<file path="config.mk">
export PLATFORM = sky130hd
export DESIGN_NAME = board_mem_client_flat
export DESIGN_NICKNAME = d
export VERILOG_FILES = /design/src/rtl/board_mem_pkg.sv /design/src/rtl/board_mem_client_if.sv /design/src/rtl/board_mem_skid_fifo.sv /design/src/rtl/board_mem_client.sv /design/src/flat_wrapper.sv
export SDC_FILE = /design/constraint.sdc
export NUM_CORES = 1
export LEC_CHECK = 0
export CAP_MARGIN = 5
export CELL_PAD_IN_SITES_DETAIL_PLACEMENT = 2
export CELL_PAD_IN_SITES_GLOBAL_PLACEMENT = 2
export CORE_MARGIN = 2
export CORE_UTILIZATION = 30
export DETAILED_ROUTE_END_ITERATION = 8
export PLACE_DENSITY = 0.86
export SLEW_MARGIN = 20
export SYNTH_ARGS = -nofsm -noshare
export SYNTH_HDL_FRONTEND = slang
export SYNTH_SLANG_ARGS = --single-unit
</file>
<file path="constraint.sdc">
create_clock -name clk -period 3.15 [get_ports clk]
set_clock_uncertainty 0.1 [all_clocks]
set_input_delay 0.315 -clock clk [delete_from_list [all_inputs] [get_ports clk]]
set_output_delay 0.315 -clock clk [all_outputs]
set_load 0.1 [all_outputs]
</file>
<file path="src/rtl/board_mem_pkg.sv">
// Shared types and constants for the board memory client.
package board_mem_pkg;

  typedef enum logic [1:0] {
    IDLE,
    SWEEP,
    DRAIN
  } sweep_state_e;

  localparam int unsigned FIFO_DEPTH = 2;
  localparam int unsigned FIFO_CNT_W = $clog2(FIFO_DEPTH + 1);

endpackage

</file>
<file path="src/rtl/board_mem_client_if.sv">
// Single-port block-memory bus: initiator drives wen/ren/addr/din, memory returns dout one cycle after ren.
interface board_mem_client_if #(
    parameter int unsigned BITS  = 16,
    parameter int unsigned ABITS = 6
);
    logic             wen;
    logic             ren;
    logic [ABITS-1:0] addr;
    logic [BITS-1:0]  din;
    logic [BITS-1:0]  dout;

    modport master (output wen, output ren, output addr, output din, input dout);
    modport slave  (input wen, input ren, input addr, input din, output dout);
endinterface

</file>
<file path="src/rtl/board_mem_skid_fifo.sv">
// Two-entry output FIFO holding {last, addr, data} for the sweep stream; push and pop may coincide when full.
module board_mem_skid_fifo
    import board_mem_pkg::*;
#(
    parameter int unsigned W = 23
) (
    input  logic                  clk,
    input  logic                  rst_n,
    input  logic                  i_push,
    input  logic [W-1:0]          i_data,
    input  logic                  i_pop,
    output logic                  o_valid,
    output logic [W-1:0]          o_data,
    output logic [FIFO_CNT_W-1:0] o_count
);

    logic [W-1:0]          r_mem [FIFO_DEPTH];
    logic                  r_wr_ptr;
    logic                  r_rd_ptr;
    logic [FIFO_CNT_W-1:0] r_count;
    logic                  w_pop;

    assign o_valid = (r_count != '0);
    assign w_pop   = o_valid && i_pop;
    assign o_data  = r_mem[r_rd_ptr];
    assign o_count = r_count;

    // One-bit pointers toggle because the depth is exactly two.
    always_ff @(posedge clk or negedge rst_n) begin
        if (!rst_n) begin
            for (int unsigned i = 0; i < FIFO_DEPTH; i++) begin
                r_mem[i] <= '0;
            end
            r_wr_ptr <= 1'b0;
            r_rd_ptr <= 1'b0;
            r_count  <= '0;
        end else begin
            if (i_push) begin
                r_mem[r_wr_ptr] <= i_data;
                r_wr_ptr        <= ~r_wr_ptr;
            end
            if (w_pop) begin
                r_rd_ptr <= ~r_rd_ptr;
            end
            r_count <= r_count + FIFO_CNT_W'(i_push) - FIFO_CNT_W'(w_pop);
        end
    end

endmodule

</file>
<file path="src/rtl/board_mem_client.sv">
// Merges game-logic cell writes and full-frame read sweeps onto one block-memory port.
// Optional write-starvation guard: define BOARD_MEM_STARVE_GUARD_EN.
module board_mem_client
    import board_mem_pkg::*;
#(
    parameter  int unsigned BITS  = 16,
    parameter  int unsigned WORDS = 64,
    localparam int unsigned ABITS = $clog2(WORDS)
) (
    input  logic                      clk,
    input  logic                      rst_n,
    input  logic                      i_start,
    output logic                      o_busy,
    output logic                      o_done,
    input  logic                      i_wr_valid,
    output logic                      o_wr_ready,
    input  logic [ABITS-1:0]          i_wr_addr,
    input  logic [BITS-1:0]           i_wr_data,
    output logic                      o_rd_valid,
    input  logic                      i_rd_ready,
    output logic [BITS-1:0]           o_rd_data,
    output logic [ABITS-1:0]          o_rd_addr,
    output logic                      o_rd_last,
    board_mem_client_if.master        mem
);

    localparam logic [ABITS:0]   LP_WORDS = (ABITS + 1)'(WORDS);
    localparam logic [ABITS-1:0] LP_LAST  = ABITS'(WORDS - 1);
    localparam int unsigned      FW       = BITS + ABITS + 1;

    sweep_state_e          r_state;
    logic [ABITS:0]        r_cnt;
    logic                  r_inflight;
    logic [ABITS-1:0]      r_iss_addr;
    logic                  r_busy;
    logic                  r_done;

    logic                  w_wr;
    logic                  w_pop;
    logic                  w_can_read;
    logic                  w_issue;
    logic                  w_drained;
    logic [FIFO_CNT_W-1:0] w_fifo_cnt;
    logic [FIFO_CNT_W:0]   w_occ;
    logic [FW-1:0]         w_push_data;
    logic [FW-1:0]         w_head;

    assign w_wr  = i_wr_valid && o_wr_ready;
    assign w_pop = o_rd_valid && i_rd_ready;

    // Occupancy counts the slot freed by this cycle's pop so the stream can run at one word per cycle.
    assign w_occ      = {1'b0, w_fifo_cnt} + (FIFO_CNT_W + 1)'(r_inflight) - (FIFO_CNT_W + 1)'(w_pop);
    assign w_can_read = (r_state == SWEEP) && (r_cnt < LP_WORDS) &&
                        (w_occ < (FIFO_CNT_W + 1)'(FIFO_DEPTH));
    assign w_issue    = w_can_read && !w_wr;
    assign w_drained  = !r_inflight && (w_occ == '0);

    always_comb begin
        mem.wen  = 1'b0;
        mem.ren  = 1'b0;
        mem.addr = '0;
        mem.din  = '0;
        if (w_wr) begin
            mem.wen  = 1'b1;
            mem.addr = i_wr_addr;
            mem.din  = i_wr_data;
        end else if (w_issue) begin
            mem.ren  = 1'b1;
            mem.addr = r_cnt[ABITS-1:0];
        end
    end

    always_ff @(posedge clk or negedge rst_n) begin
        if (!rst_n) begin
            r_state    <= IDLE;
            r_cnt      <= '0;
            r_inflight <= 1'b0;
            r_iss_addr <= '0;
            r_busy     <= 1'b0;
            r_done     <= 1'b0;
        end else begin
            r_done     <= 1'b0;
            r_inflight <= w_issue;
            if (w_issue) begin
                r_iss_addr <= r_cnt[ABITS-1:0];
                r_cnt      <= r_cnt + 1'b1;
            end
            case (r_state)
                IDLE: begin
                    if (i_start) begin
                        r_state <= SWEEP;
                        r_cnt   <= '0;
                        r_busy  <= 1'b1;
                    end
                end
                SWEEP: begin
                    if (r_cnt == LP_WORDS) begin
                        r_state <= DRAIN;
                    end
                end
                DRAIN: begin
                    if (w_drained) begin
                        r_state <= IDLE;
                        r_done  <= 1'b1;
                        r_busy  <= 1'b0;
                    end
                end
                default: r_state <= IDLE;
            endcase
        end
    end

`ifdef BOARD_MEM_STARVE_GUARD_EN
    logic [1:0] r_starve;

    always_ff @(posedge clk or negedge rst_n) begin
        if (!rst_n) begin
            r_starve <= '0;
        end else if ((r_state != SWEEP) || w_issue) begin
            r_starve <= '0;
        end else if (w_can_read && i_wr_valid) begin
            r_starve <= r_starve + 1'b1;
        end
    end

    assign o_wr_ready = (r_starve != 2'd3);
`else
    assign o_wr_ready = 1'b1;
`endif

    assign w_push_data = {(r_iss_addr == LP_LAST), r_iss_addr, mem.dout};

    board_mem_skid_fifo #(
        .W (FW)
    ) u_fifo (
        .clk     (clk),
        .rst_n   (rst_n),
        .i_push  (r_inflight),
        .i_data  (w_push_data),
        .i_pop   (i_rd_ready),
        .o_valid (o_rd_valid),
        .o_data  (w_head),
        .o_count (w_fifo_cnt)
    );

    assign {o_rd_last, o_rd_addr, o_rd_data} = w_head;
    assign o_busy = r_busy;
    assign o_done = r_done;

endmodule
</file>
<file path="src/flat_wrapper.sv">
// flat-port wrapper written by rule: the top's interface ports become plain ports
module board_mem_client_flat import board_mem_pkg::*;
#(
    parameter  int unsigned BITS  = 16,
    parameter  int unsigned WORDS = 64,
    localparam int unsigned ABITS = $clog2(WORDS)
)
  (clk, rst_n, i_start, o_busy, o_done, i_wr_valid, o_wr_ready, i_wr_addr, i_wr_data, o_rd_valid, i_rd_ready, o_rd_data, o_rd_addr, o_rd_last, mem_wen, mem_ren, mem_addr, mem_din, mem_dout);
  board_mem_client_if #(.BITS(BITS)) mem_i ();
  input  logic clk;
  input  logic rst_n;
  input  logic i_start;
  output logic o_busy;
  output logic o_done;
  input  logic i_wr_valid;
  output logic o_wr_ready;
  input  logic [ABITS-1:0] i_wr_addr;
  input  logic [BITS-1:0] i_wr_data;
  output logic o_rd_valid;
  input  logic i_rd_ready;
  output logic [BITS-1:0] o_rd_data;
  output logic [ABITS-1:0] o_rd_addr;
  output logic o_rd_last;
  output wire logic [$bits(mem_i.wen)-1:0] mem_wen;
  output wire logic [$bits(mem_i.ren)-1:0] mem_ren;
  output wire logic [$bits(mem_i.addr)-1:0] mem_addr;
  output wire logic [$bits(mem_i.din)-1:0] mem_din;
  input wire logic [$bits(mem_i.dout)-1:0] mem_dout;
  assign mem_wen = mem_i.wen;
  assign mem_ren = mem_i.ren;
  assign mem_addr = mem_i.addr;
  assign mem_din = mem_i.din;
  assign mem_i.dout = mem_dout;
  board_mem_client #(.BITS(BITS), .WORDS(WORDS)) u_core (.clk(clk), .rst_n(rst_n), .i_start(i_start), .o_busy(o_busy), .o_done(o_done), .i_wr_valid(i_wr_valid), .o_wr_ready(o_wr_ready), .i_wr_addr(i_wr_addr), .i_wr_data(i_wr_data), .o_rd_valid(o_rd_valid), .i_rd_ready(i_rd_ready), .o_rd_data(o_rd_data), .o_rd_addr(o_rd_addr), .o_rd_last(o_rd_last), .mem(mem_i));
endmodule
</file>
Word-level counts from Yosys, hierarchy flattened
Cells that the tools add are included.

Reductions and logical operators: 14. $add $sub $neg: 5. Multiplexer cells: 24. Magnitude comparators: 5. Eq/ne operators: 7. Bitwise operators: 4.

Operator list (count): 23-bit 2-to-1 mux (4); 46-bit bitwise mux (1); 23-bit demux with 1-bit select (1); 7-bit 2-to-1 mux (3); 16-bit 2-to-1 mux (1); 6-bit 2-to-1 mux (2); 7-bit by 1-bit adder with 7-bit output, second input constant (1); 7-bit equality test, second input constant (1); 7-bit < comparator, second input constant (1); 1-bit 2-to-1 mux (7); 6-bit equality test, second input constant (1); 1-bit logical AND (6); 2-bit 2-to-1 mux (3); 2-bit case mux with 3 select lines (1); 3-bit AND reduction (2); 2-bit >= comparator, second input constant (2); 2-bit inequality test, second input constant (2); 1-bit NOT with 2-bit output (2); 2-bit nonzero test (2); 2-bit by 1-bit adder with 3-bit output (1); 3-bit zero test (1); 3-bit by 2-bit < comparator with 1-bit output, second input constant (1); 3-bit by 1-bit subtractor with 3-bit output (1); 2-bit by 1-bit adder with 2-bit output (1); other kinds (9) (11).

Output and inout port bits: 51. Logic and storage cells: 70. Input port bits: 43. Register bits after elaboration: 68.

Depth between registers and ports, before layout
Gate-level depths: netlist of run 1.

Depth after elaboration: 9. Mapped depth: 12. Depth with buffers taken out: 12.

Cells and area by module
Synthesis of run 1 repeated with hierarchy kept, for this count alone.

Cells, all modules: 254. Area, all modules: 3412.0 um2.

By module, submodules not included: board_mem_skid_fifo (area an instance 2273.4 um2, cells an instance 139, times used 1, sequential area each 1251.2 um2); board_mem_client (area an instance 1138.6 um2, cells an instance 115, times used 1, sequential area each 450.4 um2).

Worst setup path after synthesis of run 1
No wires, ideal clock.

Path kind: reg-to-output. Start: reg u_core.u_fifo.r_count[1] (netlist: u_core.u_fifo.o_count[1]). End: out mem_addr[0]. Arrival: 4832 ps. Path buffers: 1. Data required time: 2735 ps. Stages on the path, launching flop included: 12. Setup slack: -2097 ps. Path through: dfrtp_1 or2_2 and2_1 ha_1 inv_1 ha_1 inv_1 fa_1 xnor2_1 nand3_2 clkbuf_1 o21ai_0.

Longest elaborated chain between the ends: 8. Elaborated cells between the ends (all ways): 9. Classes of those cells: add/sub: 2; order compare: 1; mux: 2; reduce/logical: 4.

RTL lines: start, declared (line board_mem_skid_fifo.sv:20) `logic [FIFO_CNT_W-1:0] r_count;`; start signal, assigned (line board_mem_skid_fifo.sv:45) `r_count <= r_count + FIFO_CNT_W'(i_push) - FIFO_CNT_W'(w_pop);`; 2-bit nonzero test (line board_mem_skid_fifo.sv:23) `assign o_valid = (r_count != '0);`; via o_rd_valid (line flat_wrapper.sv:19) `output logic o_rd_valid;`; 1-bit logical AND; via u_core.u_fifo.w_pop (line board_mem_skid_fifo.sv:21) `logic w_pop;`; 3-bit by 1-bit subtractor with 3-bit output (line board_mem_client.sv:52) `assign w_occ = {1'b0, w_fifo_cnt} + (FIFO_CNT_W + 1)'(r_inflight) - (FIFO_CNT_W + 1)'(w_pop);`; 3-bit by 2-bit < comparator with 1-bit output (line board_mem_client.sv:54) `(w_occ < (FIFO_CNT_W + 1)'(FIFO_DEPTH));`; 1-bit logical AND (line board_mem_client.sv:53) `assign w_can_read = (r_state == SWEEP) && (r_cnt < LP_WORDS) &&`; 1-bit logical AND (line board_mem_client.sv:55) `assign w_issue = w_can_read && !w_wr;`; 6-bit 2-to-1 mux (line board_mem_client.sv:67) `end else if (w_issue) begin`; 6-bit 2-to-1 mux (line board_mem_client.sv:63) `if (w_wr) begin`; end, declared (line flat_wrapper.sv:26) `output wire logic [$bits(mem_i.addr)-1:0] mem_addr;`.

The timed path passes the listed nets, and every way through them passes these cells.

Worst setup path in the final report of run 1
Start: reg u_core.u_fifo.r_count[0] (netlist: u_core.u_fifo.o_count[0]). End: out mem_addr[1].

Longest elaborated chain between the ends: 8. Elaborated cells between the ends (all ways): 9. Classes of those cells: add/sub: 2; order compare: 1; mux: 2; reduce/logical: 4.

RTL lines (line): 2-bit nonzero test (board_mem_skid_fifo.sv:23); 1-bit logical AND; via u_core.u_fifo.w_pop (board_mem_skid_fifo.sv:21); 3-bit by 1-bit subtractor with 3-bit output (board_mem_client.sv:52); 3-bit by 2-bit < comparator with 1-bit output (board_mem_client.sv:54); 1-bit logical AND (board_mem_client.sv:53); 1-bit logical AND (board_mem_client.sv:55); 6-bit 2-to-1 mux (board_mem_client.sv:67); 6-bit 2-to-1 mux (board_mem_client.sv:63).

The timed path passes the listed nets, and every way through them passes these cells.

==> results of run 1 <==
==> critical path, cell delays in order (launching register included) <==
cell and delay [ns]:
dfrtp_1 0.39, or2_4 0.26, and2_4 0.15, ha_4 0.20, inv_2 0.06, ha_4 0.12, inv_2 0.03, fa_2 0.57
nand3_4 0.14, buf_6 0.16, o21ai_4 0.16, buf_12 0.19
==> worst paths after layout <==
path                                          start                      end  slack [ns]
min in group asynchronous                     rst_n   u_core.u_fifo.r_mem[4]        0.42
min                         u_core.u_fifo.r_mem[22]  u_core.u_fifo.r_mem[22]        0.40
max in group asynchronous                     rst_n  u_core.u_fifo.r_mem[23]        2.04
max reg2reg                u_core.u_fifo.o_count[0]          u_core.r_cnt[5]        0.34
max                        u_core.u_fifo.o_count[0]              mem_addr[1]       -0.04
min reg2reg                 u_core.u_fifo.r_mem[22]  u_core.u_fifo.r_mem[22]        0.40
==> area by class of cell <==
type,instances,area share (%)
flip-flops and latches,68,36.2
repair buffers,109,21.9
well taps,136,3.62
inverters,10,0.904
multi-input cells,168,32.7
clock inverters,7,2.10
clock buffers,9,2.63
==> cells in the mapped netlist, drive strengths merged <==
cell    count  area share (%)
nor4b       2            0.75
xor2        2            0.55
fa          1            0.63
and4        2            0.55
mux2i       3            0.95
nor3b       2            0.48
conb        1            0.12
or4         1            0.24
xnor2       1            0.28
nor2        2            0.24
nand4       4            0.79
inv         9             1.1
a311oi      1            0.28
nand3b      1            0.24
buf         7             1.2
nand2      32             3.8
dfrtp      68              54
clkinv      1            0.12
nand3       5            0.95
a21oi       2            0.32
o21ai      13             2.1
or2         2            0.40
o31ai       2            0.48
o211ai      1            0.24
ha          4             1.6
clkbuf      6            0.71
mux2       66              24
and2       17             3.4
or3         1            0.20
==> what timing repair did <==
item | CTS | global route
setup endpoints to repair | 7 | 7
resized for setup | 9 | 2
setup buffers | 6 | 3
hold buffers | 1 | 0
endpoints found under the hold margin | 68 | 0
pin swaps | 5 | 3
==> state kept, by name, indices dropped and copies added (netlist names) <==
signal	flops
u_core.r_cnt	7
u_core.o_done	1
u_core.r_inflight	1
u_core.u_fifo.r_rd_ptr	1
u_core.r_iss_addr	6
u_core.o_busy	1
u_core.u_fifo.r_mem	46
u_core.u_fifo.o_count	2
u_core.u_fifo.r_wr_ptr	1
u_core.r_state	2
==> cell families after synthesis <==
group,count (synthesis),synth area share (%)
DFF,68,53.9
muxes,69,24.5
adders and majority gates,5,2.22
buffers and inverters,23,3.13
AOI/OAI and AO/OA,19,3.37
xor gates and xnor gates,3,0.832
and+or+nand+nor,71,12.0
other,1,0.119
==> cells in the final DEF (no fill, tap or decap), types with 2 or more instances in the layout <==
| cell type | instances |
|---|---|
| a21oi_1 | 2 |
| and2_1 | 16 |
| and4_1 | 2 |
| buf_12 | 8 |
| buf_4 | 56 |
| buf_6 | 2 |
| bufinv_16 | 2 |
| clkbuf_8 | 9 |
| clkdlybuf4s50_1 | 41 |
| clkinv_4 | 2 |
| dfrtp_1 | 67 |
| ha_1 | 2 |
| ha_4 | 2 |
| inv_1 | 7 |
| inv_2 | 2 |
| inv_6 | 2 |
| mux2_2 | 66 |
| mux2i_1 | 3 |
| nand2_1 | 25 |
| nand2_4 | 2 |
| nand2_8 | 4 |
| nand3_1 | 4 |
| nand4_1 | 4 |
| nor3b_1 | 2 |
| o21ai_0 | 9 |
| o21ai_4 | 3 |
| o31ai_1 | 2 |
| xor2_1 | 2 |
==> layer usage <==
| layer | track usage [%] | share of wire, % | vias to the layer above |
|---|---|---|---|
| met3 | 3.77 | 5.9 | 10 |
| met4 | 5.57 | 0.81 | 0 |
| met5 | 0 | 0 | - |
| met1 | 18.7 | 41 | 1220 |
| met2 | 31.0 | 52 | 90 |
| li1 | - | - | 1105 |
==> through the flow <==
step	setup WS, ns	cell area (µm²)	TNS, ns
4_1_cts	-0.0883	4670	-0.321
3_5_place_dp	0.0362	4340	0
2_1_floorplan	-0.147	3320	-0.395
6_report	-0.0379	4700	-0.106
5_1_grt	-0.141	4700	-0.818
3_3_place_gp	0.117	4340	0
==> flow_summary.ini, run 1 <==
[run_status]
status = finished with violations
violations = setup timing

[layout]
n_antenna_cell = 0
drive_gt1_share_pct = 46.6
final-instance-count-excl-fill = 507
syn2layout_area_growth_pct = 48.9
regArea_um2 = 1700
multiInputGateArea_um2 = 1540
fillCellCount = 1065
nets = 414
final_util_pct = 45.8

[clock_tree]
clockBufferDepth = 2
cts_tree = done
clk_pin_slew_ns = 0.08
clkLatencyLatePin_ns = 0.34
clock_sinks = 68
clock-root-buffer = clkbuf_8
cts_htree_levels = 3
cts_buffers = 9

[sta]
slew-limit-headroom_pct = 54.1
finalCriticalPeriod_ns = 3.19
finalHoldViolCount = 0
finalMaxSlewViolations = 0
period_share_pct = 101
worstMarginPinSlew_ns = 0.688
setup_viol = 4
whs_ns = 0.401
fmax_ghz = 0.314
rsz0062_at_grt = true
worst_slack_ns = -0.0379

[setup_path]
crit_required_ns = 2.73
worst-setup-path-type = reg -> out
worstSetupEndpointType = output port
crit_path_start_kind = register
worstPathArrival_ns = 2.77
ff2ff_path_depth = 11
crit_fanout = 4

[place]
io_buffers = 92
place.gp.congestion = 0.748
hpwl_um = 6390
dpl.cell_count = 481

[detailed_routing]
viasPerCell = 4.78
routedWlPerCell_um = 17.5
first_pass_iters = 3
drc = 0
totalWireLength_um = 8860
drt_iter0_drc = 54
via_count = 2425
ant_nets = 0

[yosys]
yosysSeqAreaShare_pct = 53.9
syn_nets = 307
synth_area_um2 = 3160
ys_types = 33
ys_ff_latch = 68
yosysWarnings = 0
netlist_instances = 259
syn_avg_cell_area_um2 = 12.2

[floorplanning]
io_pins = 94
fp.dieH_um = 107
start_util_pct = 30.7
rows = 37
die_w_um = 107
die_area_um2 = 11400
core_um2 = 10300

[global_route]
grt_pass1_vias = 2893
overflow = 0
grt_max_degree = 45
grt.total_usage_pct = 16.7
grt_first_pass_wirelength_um = 14700
antenna_found_initial = 0

[hold_path]
hold_class = reg -> reg
hold_depth = 2

[flow_run]
max-cap-violations = 0
Power of run 1 is not shown: default switching activity piles up to over one toggle a cycle in this logic, so the estimate is an artifact.
==> run 2, diff against run 1 <==
SLEW_MARGIN = unset   (was 20)
==> run 2 against run 1 <==
Net effect:
- the run still ends with setup timing left
- global-route usage unchanged
- register-to-register slack barely moved
- non-clock buffer count did not move
- critical endpoint unchanged
- first-iteration DRC count increased by 11%
- utilization barely moved
- critical path depth stayed put
- design area hardly changed
- maximum frequency about the same
- worst hold slack unchanged
- largest cell class unchanged
==> flow_summary.ini, run 2 (synthesis gave the netlist of run 1 again) <==
[floorplanning]
die_area_um2 = 11400
rows = 37
start_util_pct = 30.7
io_pins = 94
die_w_um = 107
fp.dieH_um = 107
core_um2 = 10300

[clock_tree]
cts_htree_levels = 3
cts_buffers = 9
clock_sinks = 68
clock-root-buffer = clkbuf_8
clk_pin_slew_ns = 0.08
cts_tree = done
clockBufferDepth = 2
clkLatencyLatePin_ns = 0.34

[layout]
reg_top3 = u_core.u_fifo.r_mem x46, u_core.r_cnt x7, u_core.r_iss_addr x6
multiInputGateArea_um2 = 1530
final_common_cell = dfrtp_1
layout_common_cells = dfrtp_1 (67), mux2_2 (66), buf_4 (56), clkdlybuf4s50_1 (41), nand2_1 (26)
final_util_pct = 45.7
final-instance-count-excl-fill = 507
largest-register = u_core.u_fifo.r_mem
nets = 414
syn2layout_area_growth_pct = 48.8
regArea_um2 = 1700
drive_gt1_share_pct = 46.4
n_antenna_cell = 0
fillCellCount = 1064
largest_reg_flops = 46

[hold_path]
hold_depth = 2
hold_class = reg -> reg

[setup_path]
worstPathArrival_ns = 2.77
max_stage_delay_ns = 0.57
worst-path-buf-inv = 4
crit_required_ns = 2.73
crit_path_start_kind = register
crit_family = adder cells
worst-setup-path-type = reg -> out
ff2ff_path_depth = 11
crit_fanout = 4
path_cells = or2_4 -> and2_4 -> ha_4 -> inv_2 -> ha_4 -> inv_2 -> fa_2 -> nand3_4 -> buf_6 -> o21ai_4 -> buf_12
slowest_stage = fa_2
cp.depth = 11
worstSetupEndpointType = output port

[global_route]
grt_max_degree = 45
grt_first_pass_wirelength_um = 14700
grt_pass1_vias = 2893
grt.total_usage_pct = 16.7
antenna_found_initial = 0
overflow = 0

[sta]
whs_ns = 0.401
setup_viol = 4
finalHoldViolCount = 0
fmax_ghz = 0.314
period_share_pct = 101
worst_slack_ns = -0.0386
finalMaxSlewViolations = 0
finalCriticalPeriod_ns = 3.19
slew-limit-headroom_pct = 26.0
rsz0062_at_grt = true
worstMarginPinSlew_ns = 1.11

[place]
place_ws_ns = 0.0362
hpwl_um = 6390
io_buffers = 92
place.gp.congestion = 0.748
dpl.cell_count = 481

[detailed_routing]
drt_iter0_drc = 60
drc = 0
viasPerCell = 4.79
routedWlPerCell_um = 17.5
first_pass_iters = 3
via_count = 2426
totalWireLength_um = 8870
ant_nets = 0

[run_status]
violations = setup timing
status = finished with violations

[flow_run]
max-cap-violations = 0
run 2: cell count changes in the layout (fill, tap and decap cells not counted):
cell	delta
nand2_2	-1
nand2_1	+1
run 2: layer usage:
metal	global-route usage [%]	wire [µm]	share of wire [%]
met5	0	0	0
met4	5.57	72	0.81
met3	3.77	521	5.9
met2	31.0	4650	52
met1	18.7	3630	41
run 2: timing repair:
action / in CTS / in global routing
cloned: 0 / 0
buffers inserted: 6 / 3
resized for setup: 9 / 2
hold endpoints to repair: 68 / 0
setup endpoints to repair: 7 / 7
pin swaps: 5 / 3
hold buffers: 1 / 0
run 2: layout make-up:
type	count	share of cell area (%)
inverter	10	0.905
clock buffer	9	2.64
timing repair buffer	109	21.9
tap	136	3.62
clock inverter	7	2.10
multi-input combinational	168	32.6
sequential	68	36.2
run 2: path summary, 6_finish.rpt:
kind	slack [ns]	end	from
max	-0.04	mem_addr[1]	u_core.u_fifo.o_count[0]
min	0.40	u_core.u_fifo.r_mem[22]	u_core.u_fifo.r_mem[22]
max reg2reg	0.34	u_core.r_cnt[5]	u_core.u_fifo.o_count[0]
min reg2reg	0.40	u_core.u_fifo.r_mem[22]	u_core.u_fifo.r_mem[22]
max in group asynchronous	2.04	u_core.u_fifo.r_mem[23]	rst_n
min in group asynchronous	0.42	u_core.u_fifo.r_mem[4]	rst_n
run 2: tightest hold or removal path, cell delays in order, from the launching register on:
cell     delay, ns
dfrtp_1       0.36
nand2_1       0.05
o21ai_0       0.06
run 2: metrics by stage:
step                      cell area [µm²]  setup TNS [ns]
after global placement               4340               0
final                                4700          -0.109
after detailed placement             4340               0
after floorplan                      3320          -0.395
after global routing                 4700          -0.818
after CTS                            4670          -0.321
Power of run 2 is left out for the same reason.
